### src/rtl/bsg_manycore_host_timer_decoder.sv
// Host-side decoder: rebuilds 64-bit timestamps from timer beat pairs into a small FIFO, and forwards all other beats.
// Optional macro BSG_MANYCORE_HOST_TIMER_DECODER_DELTA_EN adds a per-entry delta to the previous timestamp.
module bsg_manycore_host_timer_decoder #(
    parameter int unsigned x_cord_width_p = 4,
    parameter int unsigned y_cord_width_p = 4,
    parameter int unsigned addr_width_p   = 16,
    parameter int unsigned data_width_p   = 32,
    parameter logic [addr_width_p-1:0] timer_addr_p = addr_width_p'(16'h3AB5),
    parameter int unsigned ts_els_p       = 4
) (
    input  logic                          clk_i,
    input  logic                          reset_i,
    input  logic                          v_i,
    output logic                          ready_o,
    input  logic [data_width_p-1:0]       data_i,
    input  logic [(data_width_p>>3)-1:0]  mask_i,
    input  logic [addr_width_p-1:0]       addr_i,
    input  logic                          we_i,
    input  logic [x_cord_width_p-1:0]     src_x_cord_i,
    input  logic [y_cord_width_p-1:0]     src_y_cord_i,
    output logic                          v_o,
    input  logic                          ready_i,
    output logic [data_width_p-1:0]       data_o,
    output logic [(data_width_p>>3)-1:0]  mask_o,
    output logic [addr_width_p-1:0]       addr_o,
    output logic                          we_o,
    output logic [x_cord_width_p-1:0]     src_x_cord_o,
    output logic [y_cord_width_p-1:0]     src_y_cord_o,
    output logic                          ts_v_o,
    input  logic                          ts_yumi_i,
    output logic [63:0]                   ts_o,
    output logic [x_cord_width_p-1:0]     ts_x_cord_o,
    output logic [y_cord_width_p-1:0]     ts_y_cord_o,
    output logic                          err_o
`ifdef BSG_MANYCORE_HOST_TIMER_DECODER_DELTA_EN
    ,output logic [63:0]                  ts_delta_o
`endif
);

    localparam int unsigned cnt_w_lp = $clog2(ts_els_p + 1);
    localparam int unsigned ptr_w_lp = $clog2(ts_els_p);

    if (data_width_p < 32) begin : g_bad_data_width
        $error("data_width_p must be >= 32");
    end
    if (ts_els_p < 2) begin : g_bad_ts_els
        $error("ts_els_p must be >= 2");
    end

    typedef enum logic [0:0] {IDLE = 1'b0, WAIT_HI = 1'b1} state_e;

    state_e                      state_q, state_d;
    logic                        err_q, err_d;
    logic                        byp_v_q, byp_v_d;
    logic [cnt_w_lp-1:0]         count_q, count_d;
    logic [ptr_w_lp-1:0]         rptr_q, rptr_d, wptr_q, wptr_d;
    logic [31:0]                 lo_q;
    logic [x_cord_width_p-1:0]   lo_x_q;
    logic [y_cord_width_p-1:0]   lo_y_q;

    logic [63:0]                 ts_mem_q [ts_els_p];
    logic [x_cord_width_p-1:0]   x_mem_q  [ts_els_p];
    logic [y_cord_width_p-1:0]   y_mem_q  [ts_els_p];

    logic is_timer_c, src_match_c, accept_c, ts_full_c, pop_c;
    logic push_c, lo_ld_c, byp_ld_c;
    logic [63:0] ts_new_c;

    function automatic logic [ptr_w_lp-1:0] ptr_inc(input logic [ptr_w_lp-1:0] p);
        return (p == ptr_w_lp'(ts_els_p - 1)) ? '0 : p + ptr_w_lp'(1);
    endfunction

    assign is_timer_c  = (addr_i == timer_addr_p) & we_i & (&mask_i);
    assign src_match_c = (src_x_cord_i == lo_x_q) & (src_y_cord_i == lo_y_q);
    assign ts_full_c   = (count_q == cnt_w_lp'(ts_els_p));
    assign ready_o     = ~ts_full_c & (~byp_v_q | ready_i);
    assign accept_c    = v_i & ready_o;
    assign ts_v_o      = (count_q != '0);
    assign pop_c       = ts_yumi_i & ts_v_o;
    assign ts_new_c    = {data_i[31:0], lo_q};

    // A beat that breaks a pending pair flags an error, then is handled as if in IDLE
    always_comb begin
        state_d  = state_q;
        err_d    = err_q;
        push_c   = 1'b0;
        lo_ld_c  = 1'b0;
        byp_ld_c = 1'b0;
        if (accept_c) begin
            if (state_q == WAIT_HI && is_timer_c && src_match_c) begin
                push_c  = 1'b1;
                state_d = IDLE;
            end else begin
                if (state_q == WAIT_HI) err_d = 1'b1;
                if (is_timer_c) begin
                    lo_ld_c = 1'b1;
                    state_d = WAIT_HI;
                end else begin
                    byp_ld_c = 1'b1;
                    state_d  = IDLE;
                end
            end
        end
    end

    always_comb begin
        byp_v_d = byp_ld_c | (byp_v_q & ~ready_i);
        count_d = count_q;
        case ({push_c, pop_c})
            2'b10:   count_d = count_q + cnt_w_lp'(1);
            2'b01:   count_d = count_q - cnt_w_lp'(1);
            default: count_d = count_q;
        endcase
        wptr_d = push_c ? ptr_inc(wptr_q) : wptr_q;
        rptr_d = pop_c  ? ptr_inc(rptr_q) : rptr_q;
    end

    always_ff @(posedge clk_i or posedge reset_i) begin
        if (reset_i) begin
            state_q      <= IDLE;
            err_q        <= 1'b0;
            byp_v_q      <= 1'b0;
            count_q      <= '0;
            rptr_q       <= '0;
            wptr_q       <= '0;
            lo_q         <= '0;
            lo_x_q       <= '0;
            lo_y_q       <= '0;
            data_o       <= '0;
            mask_o       <= '0;
            addr_o       <= '0;
            we_o         <= 1'b0;
            src_x_cord_o <= '0;
            src_y_cord_o <= '0;
        end else begin
            state_q <= state_d;
            err_q   <= err_d;
            byp_v_q <= byp_v_d;
            count_q <= count_d;
            rptr_q  <= rptr_d;
            wptr_q  <= wptr_d;
            if (lo_ld_c) begin
                lo_q   <= data_i[31:0];
                lo_x_q <= src_x_cord_i;
                lo_y_q <= src_y_cord_i;
            end
            if (byp_ld_c) begin
                data_o       <= data_i;
                mask_o       <= mask_i;
                addr_o       <= addr_i;
                we_o         <= we_i;
                src_x_cord_o <= src_x_cord_i;
                src_y_cord_o <= src_y_cord_i;
            end
        end
    end

    always_ff @(posedge clk_i) begin
        if (push_c) begin
            ts_mem_q[wptr_q] <= ts_new_c;
            x_mem_q[wptr_q]  <= lo_x_q;
            y_mem_q[wptr_q]  <= lo_y_q;
        end
    end

    assign v_o         = byp_v_q;
    assign err_o       = err_q;
    assign ts_o        = ts_mem_q[rptr_q];
    assign ts_x_cord_o = x_mem_q[rptr_q];
    assign ts_y_cord_o = y_mem_q[rptr_q];

`ifdef BSG_MANYCORE_HOST_TIMER_DECODER_DELTA_EN
    logic [63:0] prev_q;
    logic        seen_q;
    logic [63:0] delta_c;
    logic [63:0] delta_mem_q [ts_els_p];

    // The first push after reset has no predecessor and records a zero delta
    assign delta_c = seen_q ? (ts_new_c - prev_q) : 64'd0;

    always_ff @(posedge clk_i or posedge reset_i) begin
        if (reset_i) begin
            prev_q <= '0;
            seen_q <= 1'b0;
        end else if (push_c) begin
            prev_q <= ts_new_c;
            seen_q <= 1'b1;
        end
    end

    always_ff @(posedge clk_i) begin
        if (push_c) delta_mem_q[wptr_q] <= delta_c;
    end

    assign ts_delta_o = delta_mem_q[rptr_q];
`endif

`ifndef SYNTHESIS
    always @(posedge clk_i) begin
        if (!reset_i) begin
            assert (!(ts_yumi_i && !ts_v_o))
                else $error("ts_yumi_i asserted while timestamp FIFO empty");
        end
    end
`endif

endmodule

### config.mk
export PLATFORM = sky130hd
export DESIGN_NAME = bsg_manycore_host_timer_decoder
export DESIGN_NICKNAME = d
export VERILOG_FILES = /design/src/rtl/bsg_manycore_host_timer_decoder.sv
export SDC_FILE = /design/constraint.sdc
export NUM_CORES = 1
export LEC_CHECK = 0
export ABC_AREA = 1
export CAP_MARGIN = 10
export CORE_MARGIN = 2
export CORE_UTILIZATION = 55
export CTS_BUF_LIST = sky130_fd_sc_hd__clkbuf_2 sky130_fd_sc_hd__clkbuf_4 sky130_fd_sc_hd__clkbuf_8
export CTS_CLUSTER_SIZE = 28
export DETAILED_ROUTE_END_ITERATION = 16
export PLACE_DENSITY = 0.8
export SYNTH_ARGS = -nofsm -noshare
export SYNTH_HDL_FRONTEND = slang
export SYNTH_SLANG_ARGS = --single-unit
### constraint.sdc
create_clock -name clk_i -period 13.2 [get_ports clk_i]
set_input_delay 2.64 -clock clk_i [delete_from_list [all_inputs] [get_ports clk_i]]
set_output_delay 2.64 -clock clk_i [all_outputs]
set_load 0.01 [all_outputs]
==> flow_metrics.env <==
export IMPL_syn_avg_cell_area_um2=12.4
export IMPL_seqCellArea_um2=11400
export IMPL_fillers=1945
export IMPL_gr_total_overflow=0
export IMPL_remaining_drc_errors=0
export IMPL_grt_setup_unrepaired="no"
export IMPL_clock_skew_ns=0.0213
export IMPL_crit_fanout=2
export IMPL_grt_max_degree=119
export IMPL_io_buffers=202
export IMPL_multi_input_area_um2=3530
export IMPL_antenna_cells=0
export IMPL_fin_setup_tns_ns=0
export IMPL_hold_viol_final=0
export IMPL_path_class="input port to output pin"
export IMPL_swShare=0.321
export IMPL_die_x_um=172
export IMPL_crit_slowest_cell="clkdlybuf4s50_1"
export IMPL_cts_tree="yes"
export IMPL_wl_um=35800
export IMPL_crit_top_cell="clkdlybuf4s50_1"
export IMPL_yosysWarnings=0
export IMPL_dp_hpwl_um=20100
export IMPL_final_common_cell="edfxtp_1"
export IMPL_start_util=0.557
export IMPL_cts_inserted_buffers=60
export IMPL_cp_cell_sequence="clkdlybuf4s50_1 -> nor2_1 -> a21oi_2 -> clkdlybuf4s50_1"
export IMPL_final_cell_mix="288 x edfxtp_1, 221 x nand2_1, 202 x clkdlybuf4s50_1"
export IMPL_clkLatencyLatePin_ns=0.60
export IMPL_synth_area_um2=15500
export IMPL_io_pins=203
export IMPL_synth_seq_cells=399
export IMPL_antenna_found_initial=0
export IMPL_startpoint_type="input port"
export IMPL_clock_sinks=399
export IMPL_worst_ep_arrival_time_ns=3.87
export IMPL_leakage_uw=0.00764
export IMPL_gp_congestion=0.769
export IMPL_p_clk_frac=0.268
export IMPL_hold_path_class="flip-flop to flip-flop"
export IMPL_core_area_um2=27800
export IMPL_firstDrtPassIters=5
export IMPL_holdBufCountCts=0
export IMPL_slew_headroom=0.190
export IMPL_vias_per_cell=5.62
export IMPL_grt_pass1_wl_um=55900
export IMPL_cts_htree_levels=2
export IMPL_drive_above_1_share=0.0933
export IMPL_path_clk_slew_ns=0.06
export IMPL_fin_crit_ns=6.51
export IMPL_vias=10600
export IMPL_design_area_um2=19000
export IMPL_ir_worst_vdd_uv=133
export IMPL_post_drt_wl_per_cell_um=19.1
export IMPL_netlist_instances=1253
export IMPL_areaGrowthSynthToFinish_pct=22.5
export IMPL_maxCapViolCount=0
export IMPL_worst_slew_pin_slew_ns=1.22
export IMPL_internal_power_uw=2640
export IMPL_end_kind="output pin"
export IMPL_status="finished clean"
export IMPL_post_cts_buffers=0
export IMPL_comb_power_share=0.343
export IMPL_seq_power_share=0.389
export IMPL_ys_seq_area_frac=0.738
export IMPL_dieHeight_um=172
export IMPL_power_density_nw_per_um2=205
export IMPL_fin_crit_sh=0.493
export IMPL_clockBufferDepth=3
export IMPL_grt_pass1_vias=10700
export IMPL_required_ns=10.56
export IMPL_die_area_um2=29500
export IMPL_nNetsFinal=1521
export IMPL_post_cts_resized=0
export IMPL_rows=61
export IMPL_setup_violations=0
export IMPL_grtUsageTotal=0.246
export IMPL_detail_route_iter0_violations=823
export IMPL_max_freq_mhz=154
export IMPL_net_switching_power_uw=1250
export IMPL_clock_root_buffer="clkbuf_8"
export IMPL_ys_types=33
export IMPL_ant_nets=0
export IMPL_drv_slew=0
export IMPL_critPathMaxStageDelay_ns=0.56
export IMPL_placed_area_um2=17700
export IMPL_synth_nets=1326
## per-layer routing
layer | vias up | track usage | wire length (µm)
met5 | - | 0 | 0
met4 | 0 | 0.0862 | 886
met1 | 5120 | 0.324 | 14400
met2 | 501 | 0.400 | 17100
met3 | 69 | 0.0663 | 3430
li1 | 4868 | - | -
## sequential cells by signal, indices dropped and copies added, names as in the netlist, 2 cells and up
| register | count |
|---|---|
| src_y_cord_o | 4 |
| lo_y_q | 4 |
| wptr_q | 2 |
| lo_q | 32 |
| lo_x_q | 4 |
| y_mem_q | 16 |
| count_q | 3 |
| src_x_cord_o | 4 |
| ts_mem_q | 256 |
| data_o | 32 |
| x_mem_q | 16 |
| rptr_q | 2 |
| addr_o | 16 |
| mask_o | 4 |
## kinds of logic (layout without fill, tap and decap cells)
logic type,Yosys count,after routing,synth area share
AO/OA/AOI/OAI,238,238,0.0833
XOR/XNOR,3,3,0.00170
adder cells (fa/ha/maj),7,7,0.00614
buffers and inverters,114,361,0.0358
flip-flops,399,399,0.738
AND/OR/NAND/NOR,492,492,0.135
## synth_stat cells (all sizes together)
cell type  count  area, µm²
inv           32        120
nand3         57        303
buf           46        299
xnor2          2       17.5
clkbuf        35        131
nor2         165        632
and2           1       6.26
a21boi         1       7.51
o21ai        162        811
clkinv         1       3.75
nand3b         1       20.0
nand2        224        851
a21oi          2       13.8
nand4         44        275
o22ai         72        450
fa             1       20.0
xor2           1       8.76
dfrtp        111       2780
o21bai         1       7.51
ha             6       75.1
edfxtp       288       8650
## power by group through the flow
stage	sequential (µW)	combinational (µW)	clock, µW
after CTS	1510	1340	1060
after detailed placement	1530	1330	0
after global routing	1530	1450	1110
after global placement	1530	1310	0
after floorplan	1550	628	0
final	1510	1330	1040
## final cells by class
cell class                 instances  share of cell area
tap                              378              0.0249
inverter                          33             0.00680
multi-input combinational        740               0.186
sequential                       399               0.603
timing repair buffer             214               0.111
clock buffer                      94              0.0587
clock inverter                    20             0.00897
## path summary, 6_finish.rpt
check                                      startpoint                        end  slack, ns  cells past startpoint
worst max-delay path                          ready_i                    ready_o       6.69                      4
worst max register to register          v_o$_DFF_PP0_  ts_mem_q[0][19]$_DFFE_PP_       9.83                      7
max in group asynchronous                     reset_i      data_o[3]$_DFFE_PP0P_       9.39                      3
worst min register to register  data_o[8]$_DFFE_PP0P_      data_o[8]$_DFFE_PP0P_       0.47                      2
min in group asynchronous                     reset_i     data_o[25]$_DFFE_PP0P_       2.56                      2
worst min-delay path            data_o[8]$_DFFE_PP0P_      data_o[8]$_DFFE_PP0P_       0.47                      2
## stage by stage
stage | hold WS [ns] | setup slack (ns) | util | total power, µW | instances
global route | 0.490 | 6.60 | 0.682 | 4080 | 1878
CTS | 0.474 | 6.69 | 0.682 | 3910 | 1878
detailed placement | 0.459 | 6.71 | 0.636 | 2870 | 1764
global placement | 0.454 | 6.75 | 0.636 | 2840 | 1764
floorplan | 0.468 | 6.29 | - | 2180 | 1253
finish | 0.469 | 6.69 | 0.682 | 3890 | 1878
## critical path: cells and delay by family
| family | cells | cell delay [ns] |
|---|---|---|
| and+or+nand+nor | 1 | 0.07 |
| AOI/OAI and AO/OA | 1 | 0.14 |
| buffers and inverters | 2 | 1.03 |
Power figures use the tool's default switching activity.
